<file path="config.mk">
export PLATFORM = sky130hd
export DESIGN_NAME = eeprom_word_fifo_flat
export DESIGN_NICKNAME = d
export VERILOG_FILES = /design/src/rtl/eeprom_word_fifo_if.sv /design/src/rtl/eeprom_word_fifo.sv /design/src/flat_wrapper.sv
export SDC_FILE = /design/constraint.sdc
export NUM_CORES = 1
export LEC_CHECK = 0
export CORE_MARGIN = 2
export CORE_UTILIZATION = 40
export DETAILED_ROUTE_END_ITERATION = 7
export GPL_ROUTABILITY_DRIVEN = 0
export GPL_TIMING_DRIVEN = 0
export PLACE_DENSITY = 0.69
export SYNTH_ARGS = -nofsm -noshare
export SYNTH_HDL_FRONTEND = slang
export SYNTH_SLANG_ARGS = --single-unit
</file>
<file path="constraint.sdc">
create_clock -name clk -period 3.2 [get_ports clk]
set_input_delay 0.96 -clock clk [delete_from_list [all_inputs] [get_ports clk]]
set_output_delay 0.96 -clock clk [all_outputs]
set_load 0.02 [all_outputs]
</file>
<file path="src/rtl/eeprom_word_fifo_if.sv">
// Handshake bundle between the SPI EEPROM controller, the word FIFO and the
// downstream word consumer.
interface eeprom_word_fifo_if #(
    parameter int DEPTH = 4
);
    logic                     IN_clear;
    logic                     IN_data;
    logic                     IN_dataValid;
    logic                     IN_dataByte;
    logic                     IN_dataWord;
    logic                     IN_ready;
    logic [31:0]              OUT_word;
    logic                     OUT_valid;
    logic [$clog2(DEPTH):0]   OUT_count;
    logic [31:0]              OUT_sum;
    logic                     OUT_overflow;
    logic                     OUT_frameErr;

    // Producer / consumer side (drives the serial stream and the ready)
    modport master (
        output IN_clear, IN_data, IN_dataValid, IN_dataByte, IN_dataWord, IN_ready,
        input  OUT_word, OUT_valid, OUT_count, OUT_sum, OUT_overflow, OUT_frameErr
    );

    // FIFO side
    modport slave (
        input  IN_clear, IN_data, IN_dataValid, IN_dataByte, IN_dataWord, IN_ready,
        output OUT_word, OUT_valid, OUT_count, OUT_sum, OUT_overflow, OUT_frameErr
    );
endinterface

</file>
<file path="src/rtl/eeprom_word_fifo.sv">
// Serial-to-word deserialiser with a small circular FIFO, running word sum
// and sticky framing/overflow flags.
module eeprom_word_fifo #(
    parameter int DEPTH = 4
) (
    input logic               clk,
    input logic               rst,
    eeprom_word_fifo_if.slave bus
);
    localparam int AW = $clog2(DEPTH);

    // Only the low 31 bits of the shift register ever reach a completed word,
    // so the oldest bit is not stored.
    logic [30:0] sr;
    logic [5:0]  bit_cnt;
    logic [2:0]  byte_cnt;
    logic [31:0] mem [DEPTH];
    logic [AW:0] wr_ptr;
    logic [AW:0] rd_ptr;
    logic [31:0] sum;
    logic        overflow;
    logic        frame_err;

    logic [31:0] word_val;
    logic [2:0]  byte_incl;
    logic        frame_ok;
    logic        push_req;
    logic        empty;
    logic        full;
    logic        pop;
    logic        push_ok;

    // Word assembly, framing check and FIFO push/pop decisions
    always_comb begin
        word_val  = {sr, bus.IN_data};
        byte_incl = byte_cnt;
        if (bus.IN_dataByte && byte_cnt != 3'd7) begin
            byte_incl = byte_cnt + 3'd1;
        end
        frame_ok = (bit_cnt == 6'd31) && (byte_incl == 3'd4);
        push_req = bus.IN_dataValid && bus.IN_dataWord;
        empty    = (wr_ptr == rd_ptr);
        full     = (wr_ptr[AW] != rd_ptr[AW]) && (wr_ptr[AW-1:0] == rd_ptr[AW-1:0]);
        pop      = !empty && bus.IN_ready;
        // A full FIFO still takes the word when the head leaves this cycle.
        push_ok  = push_req && (!full || pop);
    end

    // Shift register and bit/byte counters
    always_ff @(posedge clk or negedge rst) begin
        if (!rst) begin
            sr       <= '0;
            bit_cnt  <= '0;
            byte_cnt <= '0;
        end else if (bus.IN_clear) begin
            sr       <= '0;
            bit_cnt  <= '0;
            byte_cnt <= '0;
        end else if (bus.IN_dataValid) begin
            sr <= word_val[30:0];
            if (bus.IN_dataWord) begin
                bit_cnt  <= '0;
                byte_cnt <= '0;
            end else begin
                if (bit_cnt != 6'd32) begin
                    bit_cnt <= bit_cnt + 6'd1;
                end
                byte_cnt <= byte_incl;
            end
        end
    end

    // FIFO storage and pointers; storage is zeroed so the head reads 0 after flush
    always_ff @(posedge clk or negedge rst) begin
        if (!rst) begin
            wr_ptr <= '0;
            rd_ptr <= '0;
            for (int i = 0; i < DEPTH; i++) begin
                mem[i] <= '0;
            end
        end else if (bus.IN_clear) begin
            wr_ptr <= '0;
            rd_ptr <= '0;
            for (int i = 0; i < DEPTH; i++) begin
                mem[i] <= '0;
            end
        end else begin
            if (push_ok) begin
                mem[wr_ptr[AW-1:0]] <= word_val;
                wr_ptr <= wr_ptr + 1'b1;
            end
            if (pop) begin
                rd_ptr <= rd_ptr + 1'b1;
            end
        end
    end

    // Running sum of accepted words and sticky error flags
    always_ff @(posedge clk or negedge rst) begin
        if (!rst) begin
            sum       <= '0;
            overflow  <= 1'b0;
            frame_err <= 1'b0;
        end else if (bus.IN_clear) begin
            sum       <= '0;
            overflow  <= 1'b0;
            frame_err <= 1'b0;
        end else if (push_req) begin
            if (push_ok) begin
                sum <= sum + word_val;
            end else begin
                overflow <= 1'b1;
            end
            if (!frame_ok) begin
                frame_err <= 1'b1;
            end
        end
    end

    assign bus.OUT_word     = mem[rd_ptr[AW-1:0]];
    assign bus.OUT_valid    = !empty;
    assign bus.OUT_count    = wr_ptr - rd_ptr;
    assign bus.OUT_sum      = sum;
    assign bus.OUT_overflow = overflow;
    assign bus.OUT_frameErr = frame_err;
endmodule

</file>
<file path="src/flat_wrapper.sv">
// flat-port wrapper written by rule: the top's interface ports become plain ports
module eeprom_word_fifo_flat 
#(
    parameter int DEPTH = 4
)
  (clk, rst, bus_IN_clear, bus_IN_data, bus_IN_dataValid, bus_IN_dataByte, bus_IN_dataWord, bus_IN_ready, bus_OUT_word, bus_OUT_valid, bus_OUT_count, bus_OUT_sum, bus_OUT_overflow, bus_OUT_frameErr);
  eeprom_word_fifo_if #(.DEPTH(DEPTH)) bus_i ();
  input logic clk;
  input logic rst;
  input wire logic [$bits(bus_i.IN_clear)-1:0] bus_IN_clear;
  input wire logic [$bits(bus_i.IN_data)-1:0] bus_IN_data;
  input wire logic [$bits(bus_i.IN_dataValid)-1:0] bus_IN_dataValid;
  input wire logic [$bits(bus_i.IN_dataByte)-1:0] bus_IN_dataByte;
  input wire logic [$bits(bus_i.IN_dataWord)-1:0] bus_IN_dataWord;
  input wire logic [$bits(bus_i.IN_ready)-1:0] bus_IN_ready;
  output wire logic [$bits(bus_i.OUT_word)-1:0] bus_OUT_word;
  output wire logic [$bits(bus_i.OUT_valid)-1:0] bus_OUT_valid;
  output wire logic [$bits(bus_i.OUT_count)-1:0] bus_OUT_count;
  output wire logic [$bits(bus_i.OUT_sum)-1:0] bus_OUT_sum;
  output wire logic [$bits(bus_i.OUT_overflow)-1:0] bus_OUT_overflow;
  output wire logic [$bits(bus_i.OUT_frameErr)-1:0] bus_OUT_frameErr;
  assign bus_i.IN_clear = bus_IN_clear;
  assign bus_i.IN_data = bus_IN_data;
  assign bus_i.IN_dataValid = bus_IN_dataValid;
  assign bus_i.IN_dataByte = bus_IN_dataByte;
  assign bus_i.IN_dataWord = bus_IN_dataWord;
  assign bus_i.IN_ready = bus_IN_ready;
  assign bus_OUT_word = bus_i.OUT_word;
  assign bus_OUT_valid = bus_i.OUT_valid;
  assign bus_OUT_count = bus_i.OUT_count;
  assign bus_OUT_sum = bus_i.OUT_sum;
  assign bus_OUT_overflow = bus_i.OUT_overflow;
  assign bus_OUT_frameErr = bus_i.OUT_frameErr;
  eeprom_word_fifo #(.DEPTH(DEPTH)) u_core (.clk(clk), .rst(rst), .bus(bus_i));
endmodule
</file>
==> reports/summary.txt, run 1 <==
leading area contributor after synthesis: dfrtp_1
IO Count: 78
count of final hold-check violations: 0
PortBufs: 75
reg-to-reg slack, setup: 0.12 ns
minimum clock period: 3.16 ns
nets@finish: 1372
worst vdd ir: 0.353 mV
Num CTS Buffers: 24
DRC: 0
area grow syn2layout: 19.8%
post-route clock period utilization: 98.6%
Slew HR: 38.2%
Placed Instances: 1670
sw frac: 24.0%
Setup Crit Path Kind: flop to output pin
worst slew pin tran: 0.926 ns
drt wl/cell: 19.0 um
max-capacitance violation count: 0
LEAKAGE: 5.84 nW
Die H: 171 um
crit path max fanout: 10
clock tree buffer depth: 3
TritonRoute pass-1 iters: 5
hpwl dp: 22300 um
clk_skew: 0.0106 ns
initial antenna violation count: 1
Most used DFF post-synth: dfrtp_1
dpl ws: -1.09 ns
Clock Pin Slew Worst Setup and Hold Paths: 0.06 ns
vias in the first global route: 9356
GRT Resource Usage Total: 22.5%
Setup Viol. Count Final: 0
Post-Synthesis Cells: 1216
Initial Utilization: 40.4%
Die ar.: 29300 um^2
layout cell share with drive strength beyond 1: 10.8%
post-synthesis register bit count: 208
first-pass GRT wire length: 51500 um
Final Max Slew Viols: 0
Netlist cell types: 67
post-cts hold buffer count: 0
final cell count without fillers: 1714
worst hold path type: input pin to async pin
Vias/cell: 5.55
pin count of the biggest net entering global routing: 123
synthesized cell area: 11200 um^2
mean post-synth cell area: 9.18 um^2
sw power: 1.46 mW
Comb pwr share: 8.5%
Max Freq: 0.317 GHz
CTS sink cnt: 208
CTS root buf: clkbuf_16
final WL: 32600 um
WP data arrival: 2.20 ns
core area: 27600 um^2
clock latency on the worst-skew pair: 0.51 ns
status: finished, final reports clean
vias: 9518
DRT antenna net count: 0
pwr/cell area: 456 nW/um^2
Critical Path End Type: output pin
total global routing overflow: 0
total power: 6.10 mW
CTS tree: done
number of flops mapped to enable cells by yosys: 0
1st-iter DRT viols: 817
RSZ-0062 raised after global routing: true
sequential power share: 43.6%
Multi-input gate area: 5620 um^2
post-synthesis sequential area ratio: 46.6%
CTS H-tree depth: 1
design internal power: 4.64 mW
Final Worst Setup Slack: 0.0442 ns
fraction of registers with async set or reset after synthesis: 100%
Finished Core Util: 48.4%
hold_ws: 0.455 ns
row cnt: 61
FF+latch area: 5200 um^2
Die X: 171 um
Req. time, crit path: 2.24 ns
Clk network pwr share: 47.9%
FILL cells: 2659
synthesized net count: 1268
Yosys warning count: 0
most area-consuming cells after synthesis: dfrtp_1 47%, nand2_1 11%, a21oi_1 8.6%
Antenna Cells: 0
CP startpoint kind: flop
post-synth top area share: 46.6%
==> flip-flops by register name, indices dropped and copies added (netlist names) <==
signal / flops
u_core.bus.OUT_overflow: 1
u_core.bus.OUT_frameErr: 1
u_core.sr: 31
u_core.bit_cnt: 6
u_core.rd_ptr: 3
u_core.wr_ptr: 3
u_core.bus.OUT_sum: 32
u_core.mem: 128
u_core.byte_cnt: 3
==> synthesized netlist by cell type (3+ instances only) <==
master / number
a21oi_1: 193
o21a_1: 5
a31oi_1: 6
mux4_2: 32
nor2_1: 70
a21o_1: 13
nand2_1: 333
inv_1: 19
or4_1: 3
buf_1: 11
dfrtp_1: 208
mux2i_1: 33
o21ai_0: 14
ha_1: 42
a211oi_1: 3
nand3_1: 16
o21bai_1: 10
clkbuf_1: 58
and2_0: 3
buf_2: 20
nand2b_1: 5
nor3_1: 13
nor2b_1: 6
xor2_1: 11
nand4_1: 13
xnor2_1: 17
==> final cells by class <==
| type | count | area share [%] |
|---|---|---|
| Multi-Input combinational cell | 898 | 42.0 |
| Sequential cell | 208 | 38.9 |
| Clock buffer | 36 | 5.51 |
| Timing Repair Buffer | 79 | 5.49 |
| Tap cell | 378 | 3.54 |
| Buffer | 90 | 3.21 |
| Clock inverter | 6 | 0.814 |
| Inverter | 19 | 0.533 |
==> power groups by stage <==
stage	registers (mW)	clock network, mW	logic, mW
final	2.66	2.92	0.519
after CTS	2.66	2.95	0.525
after floorplan	2.71	0	0.283
after global placement	2.71	0	0.497
after global routing	2.66	3.07	0.569
after detailed placement	2.71	0	0.506
==> cell families (layout without fill, tap and decap cells) <==
kind of cell    after synthesis  after routing  synth area share (%)
fa+ha+maj                    44             44                  5.06
buf+inv                     110            230                  3.97
flops                       208            208                  46.6
mux                          66             66                  9.51
compound gates              277            277                  14.7
simple gates                483            483                  18.0
xor+xnor                     28             28                  2.20
==> final timing paths <==
check / depth (start not counted) / startpoint / endpoint
max: 4 / u_core.rd_ptr[0] / bus_OUT_word[24]
min: 1 / rst / u_core.bus.OUT_sum[12]
max reg2reg: 10 / u_core.sr[11] / u_core.bus.OUT_sum[31]
min reg2reg: 2 / u_core.bus.OUT_overflow / u_core.bus.OUT_overflow
max in group asynchronous: 2 / rst / u_core.mem[96]
min in group clk: 2 / u_core.bus.OUT_overflow / u_core.bus.OUT_overflow
==> cells in the final DEF (no fill, tap or decap), types with 6 or more instances in the layout <==
cell,count
dlygate4sd2_1,22
xnor2_1,17
dfrtp_1,208
buf_1,6
clkdlybuf4s50_1,38
nand3_1,16
xor2_1,11
nand2_1,333
clkbuf_2,12
ha_1,41
o21bai_1,10
mux4_2,32
clkbuf_1,56
clkbuf_8,8
buf_2,21
a21oi_1,192
nand4_1,13
o21ai_0,13
inv_1,19
a21o_1,13
nor3_1,12
nor2_1,69
mux2i_1,33
clkbuf_16,25
==> critical path, stage by stage (launching register included) <==
cell and delay, ns:
dfrtp_1 0.39, clkbuf_8 0.20, buf_8 0.18, mux4_2 0.56, dlygate4sd2_1 0.34
==> stage by stage <==
step	setup TNS (ns)	cell area, um^2
after detailed placement	-81.67	12400
after global routing	-0.224	13400
final	0	13400
after global placement	-1675.52	12400
after CTS	0	13300
after floorplan	0	11200
==> routing by layer <==
metal  vias up  routed length (um)  track usage, %
met4         2                 808            5.82
met5         -                  14               0
met3        55                2210            3.45
met1      4673               14100            31.5
li1       4395                   -               -
met2       393               15500            36.7
==> what timing repair did <==
| item | in CTS | in global routing |
|---|---|---|
| setup endpoints to repair | 198 | 88 |
| gates resized for setup | 78 | 35 |
| buffers inserted | 0 | 3 |
| pin swaps | 3 | 5 |
(Power assumes the default switching activity.)
==> run 2: changes to the inputs <==
- ABC_AREA: default -> 1
==> run 2 against run 1 <==
Wire length up 4.9%. Cell count is 19% higher. Cell area increased by 3.4%. Total power rose by 14%. Sequential power hardly changed. Setup slack got worse by 0.017 ns. Register-to-register slack better by 0.61 ns. Global-route usage fell by 0.18 points. Clock power grew 7.5%. Utilization down 0.24 points. First-iteration DRC count up 31%. Sequential share of layout area decreased by 1.3 points. Largest cell class unchanged.
==> reports/summary.txt, run 2 <==
vias in the first global route: 10300
Initial Utilization: 40.6%
initial antenna violation count: 0
top sig layer: met4
commonest non-fill, non-tap cell in the layout: nand2_1
Max Freq: 0.315 GHz
sequential power share: 38.4%
Biggest register: u_core.mem
clock latency on the worst-skew pair: 0.54 ns
crit path max fanout: 5
pin count of the biggest net entering global routing: 114
total power: 6.93 mW
mean post-synth cell area: 7.56 um^2
Post-Synthesis Cells: 1539
most area-consuming cells after synthesis: dfrtp_1 45%, nand2_1 10%, o21ai_0 10%
Clock Pin Slew Worst Setup and Hold Paths: 0.06 ns
Final Max Slew Viols: 0
Setup Crit Path Kind: flop to output pin
total global routing overflow: 0
synthesized cell area: 11600 um^2
FF+latch area: 5210 um^2
top-count cell post-synth: nand2_1
number of flops mapped to enable cells by yosys: 0
synthesized net count: 1591
setup_tns: 0 ns
worst vdd ir: 0.298 mV
worst slew pin tran: 0.753 ns
CTS root buf: clkbuf_16
max-capacitance violation count: 0
CP startpoint kind: flop
leading area contributor after synthesis: dfrtp_1
clk_skew: 0.0181 ns
clock tree buffer depth: 3
Comb pwr share: 16.3%
fin area: 13800 um^2
Die X: 175 um
Yosys warning count: 0
row cnt: 62
Largest register FFs: 128
TritonRoute pass-1 iters: 6
layout cell share with drive strength beyond 1: 9.58%
pwr/cell area: 501 nW/um^2
Final Worst Setup Slack: 0.0276 ns
Critical Path End Type: output pin
CTS sink cnt: 208
Most used DFF post-synth: dfrtp_1
Multi-input gate area: 5300 um^2
dpl ws: -0.206 ns
Clk network pwr share: 45.2%
design internal power: 4.99 mW
wl on met1: 15300 um
Num CTS Buffers: 24
Die H: 175 um
PortBufs: 75
worst hold path type: input pin to async pin
Vias/cell: 5.31
first-pass GRT wire length: 54500 um
Req. time, crit path: 2.24 ns
DRC: 0
GRT Resource Usage Total: 22.3%
core area: 28700 um^2
Netlist cell types: 39
post-synth top area share: 44.7%
placed cell areas: 12900 um^2
CTS tree: done
1st-iter DRT viols: 1070
Die ar.: 30500 um^2
WP data arrival: 2.21 ns
nets@finish: 1694
metal2 WL: 15200 um
CTS H-tree depth: 1
DRT antenna net count: 0
IO Count: 78
final WL: 34300 um
post-synthesis sequential area ratio: 44.7%
hpwl dp: 24500 um
hold_ws: 0.444 ns
count of final hold-check violations: 0
status: finished, final reports clean
sw power: 1.94 mW
vias: 10845
LEAKAGE: 6.71 nW
Antenna Cells: 0
fraction of registers with async set or reset after synthesis: 100%
FILL cells: 2832
drt wl/cell: 16.8 um
Setup Viol. Count Final: 0
sw frac: 28.0%
most frequent cells after synthesis: 325 x nand2_1, 238 x o21ai_0, 208 x dfrtp_1
minimum clock period: 3.17 ns
area grow syn2layout: 18.8%
commonest non-fill, non-tap cells in the layout: 325 x nand2_1, 237 x o21ai_0, 206 x dfrtp_1, 198 x inv_1, 172 x nand3_1
Slew HR: 49.8%
post-route clock period utilization: 99.1%
post-synthesis register bit count: 208
DR WL met3: 2300 um
==> run 2: cell types whose count changed in the layout (fill, tap and decap cells not counted), moves of 20 or more <==
| cell | change |
|---|---|
| o21ai_0 | +224 |
| inv_1 | +179 |
| a21oi_1 | -165 |
| nand3_1 | +156 |
| nor2_1 | +78 |
| clkbuf_1 | -38 |
| mux2i_1 | -33 |
| mux4_2 | -32 |
| o22ai_1 | +30 |
| dlygate4sd2_1 | -20 |
==> run 2: layout make-up <==
| type | count | area share, % |
|---|---|---|
| plain buffers | 75 | 3.36 |
| clock buffers | 35 | 5.29 |
| clock inverters | 9 | 1.34 |
| inverters | 203 | 5.51 |
| multi-input cells | 1052 | 38.3 |
| flip-flops and latches | 208 | 37.7 |
| well taps | 384 | 3.47 |
| repair buffers | 78 | 5.04 |
==> run 2: path summary, 6_finish.rpt <==
| path | start | to | slack [ns] | depth (start not counted) |
|---|---|---|---|---|
| min in group clk | u_core.bus.OUT_overflow | u_core.bus.OUT_overflow | 0.50 | 1 |
| min | rst | u_core.mem[24] | 0.44 | 1 |
| min reg2reg | u_core.bus.OUT_overflow | u_core.bus.OUT_overflow | 0.50 | 1 |
| max | u_core.wr_ptr[0] | bus_OUT_count[2] | 0.03 | 5 |
| max in group asynchronous | rst | u_core.bus.OUT_sum[26] | 1.74 | 2 |
| max reg2reg | u_core.rd_ptr[1] | u_core.mem[23] | 0.73 | 11 |
==> run 2: worst max-delay path, cell delays in order (launching register included) <==
cell,delay (ns)
dfrtp_1,0.39
inv_1,0.12
ha_1,0.21
fa_1,0.43
xor2_2,0.24
clkdlybuf4s15_2,0.29
==> run 2: logic make-up after synthesis <==
group	synth area share, %
and+or+nand+nor	24.3
xor gates and xnor gates	1.35
buffers and inverters	10.1
AOI/OAI and AO/OA	14.8
adders and majority gates	4.86
DFF	44.7
==> run 2: layer usage <==
metal  global-route usage, %  up-vias
met4                    9.90        0
met2                    35.0      428
li1                        -     5214
met3                    3.13       93
met5                       0        -
met1                    30.9     5110
==> run 2: through the flow <==
step / std cells / util, %
after global placement: 1998 / 44.9
after floorplan: 1539 / -
final: 2044 / 48.2
after CTS: 2045 / 48.4
after detailed placement: 1999 / 45.0
after global routing: 2044 / 48.2
==> run 2: repair_timing <==
item / 4_1_cts / 5_1_grt
pin swaps: 3 / 1
gates resized for setup: 126 / 26
hold buffers: 0 / 0
endpoints found under the setup margin: 35 / 20
buffers inserted: 2 / 0
==> run 2: power by group through the flow <==
stage	Combinational, mW	Sequential (mW)	Clock (mW)
2_1_floorplan	0.615	2.71	0
3_3_place_gp	1.13	2.72	0
3_5_place_dp	1.14	2.71	0
4_1_cts	1.15	2.66	3.17
5_1_grt	1.22	2.67	3.28
6_report	1.13	2.66	3.14
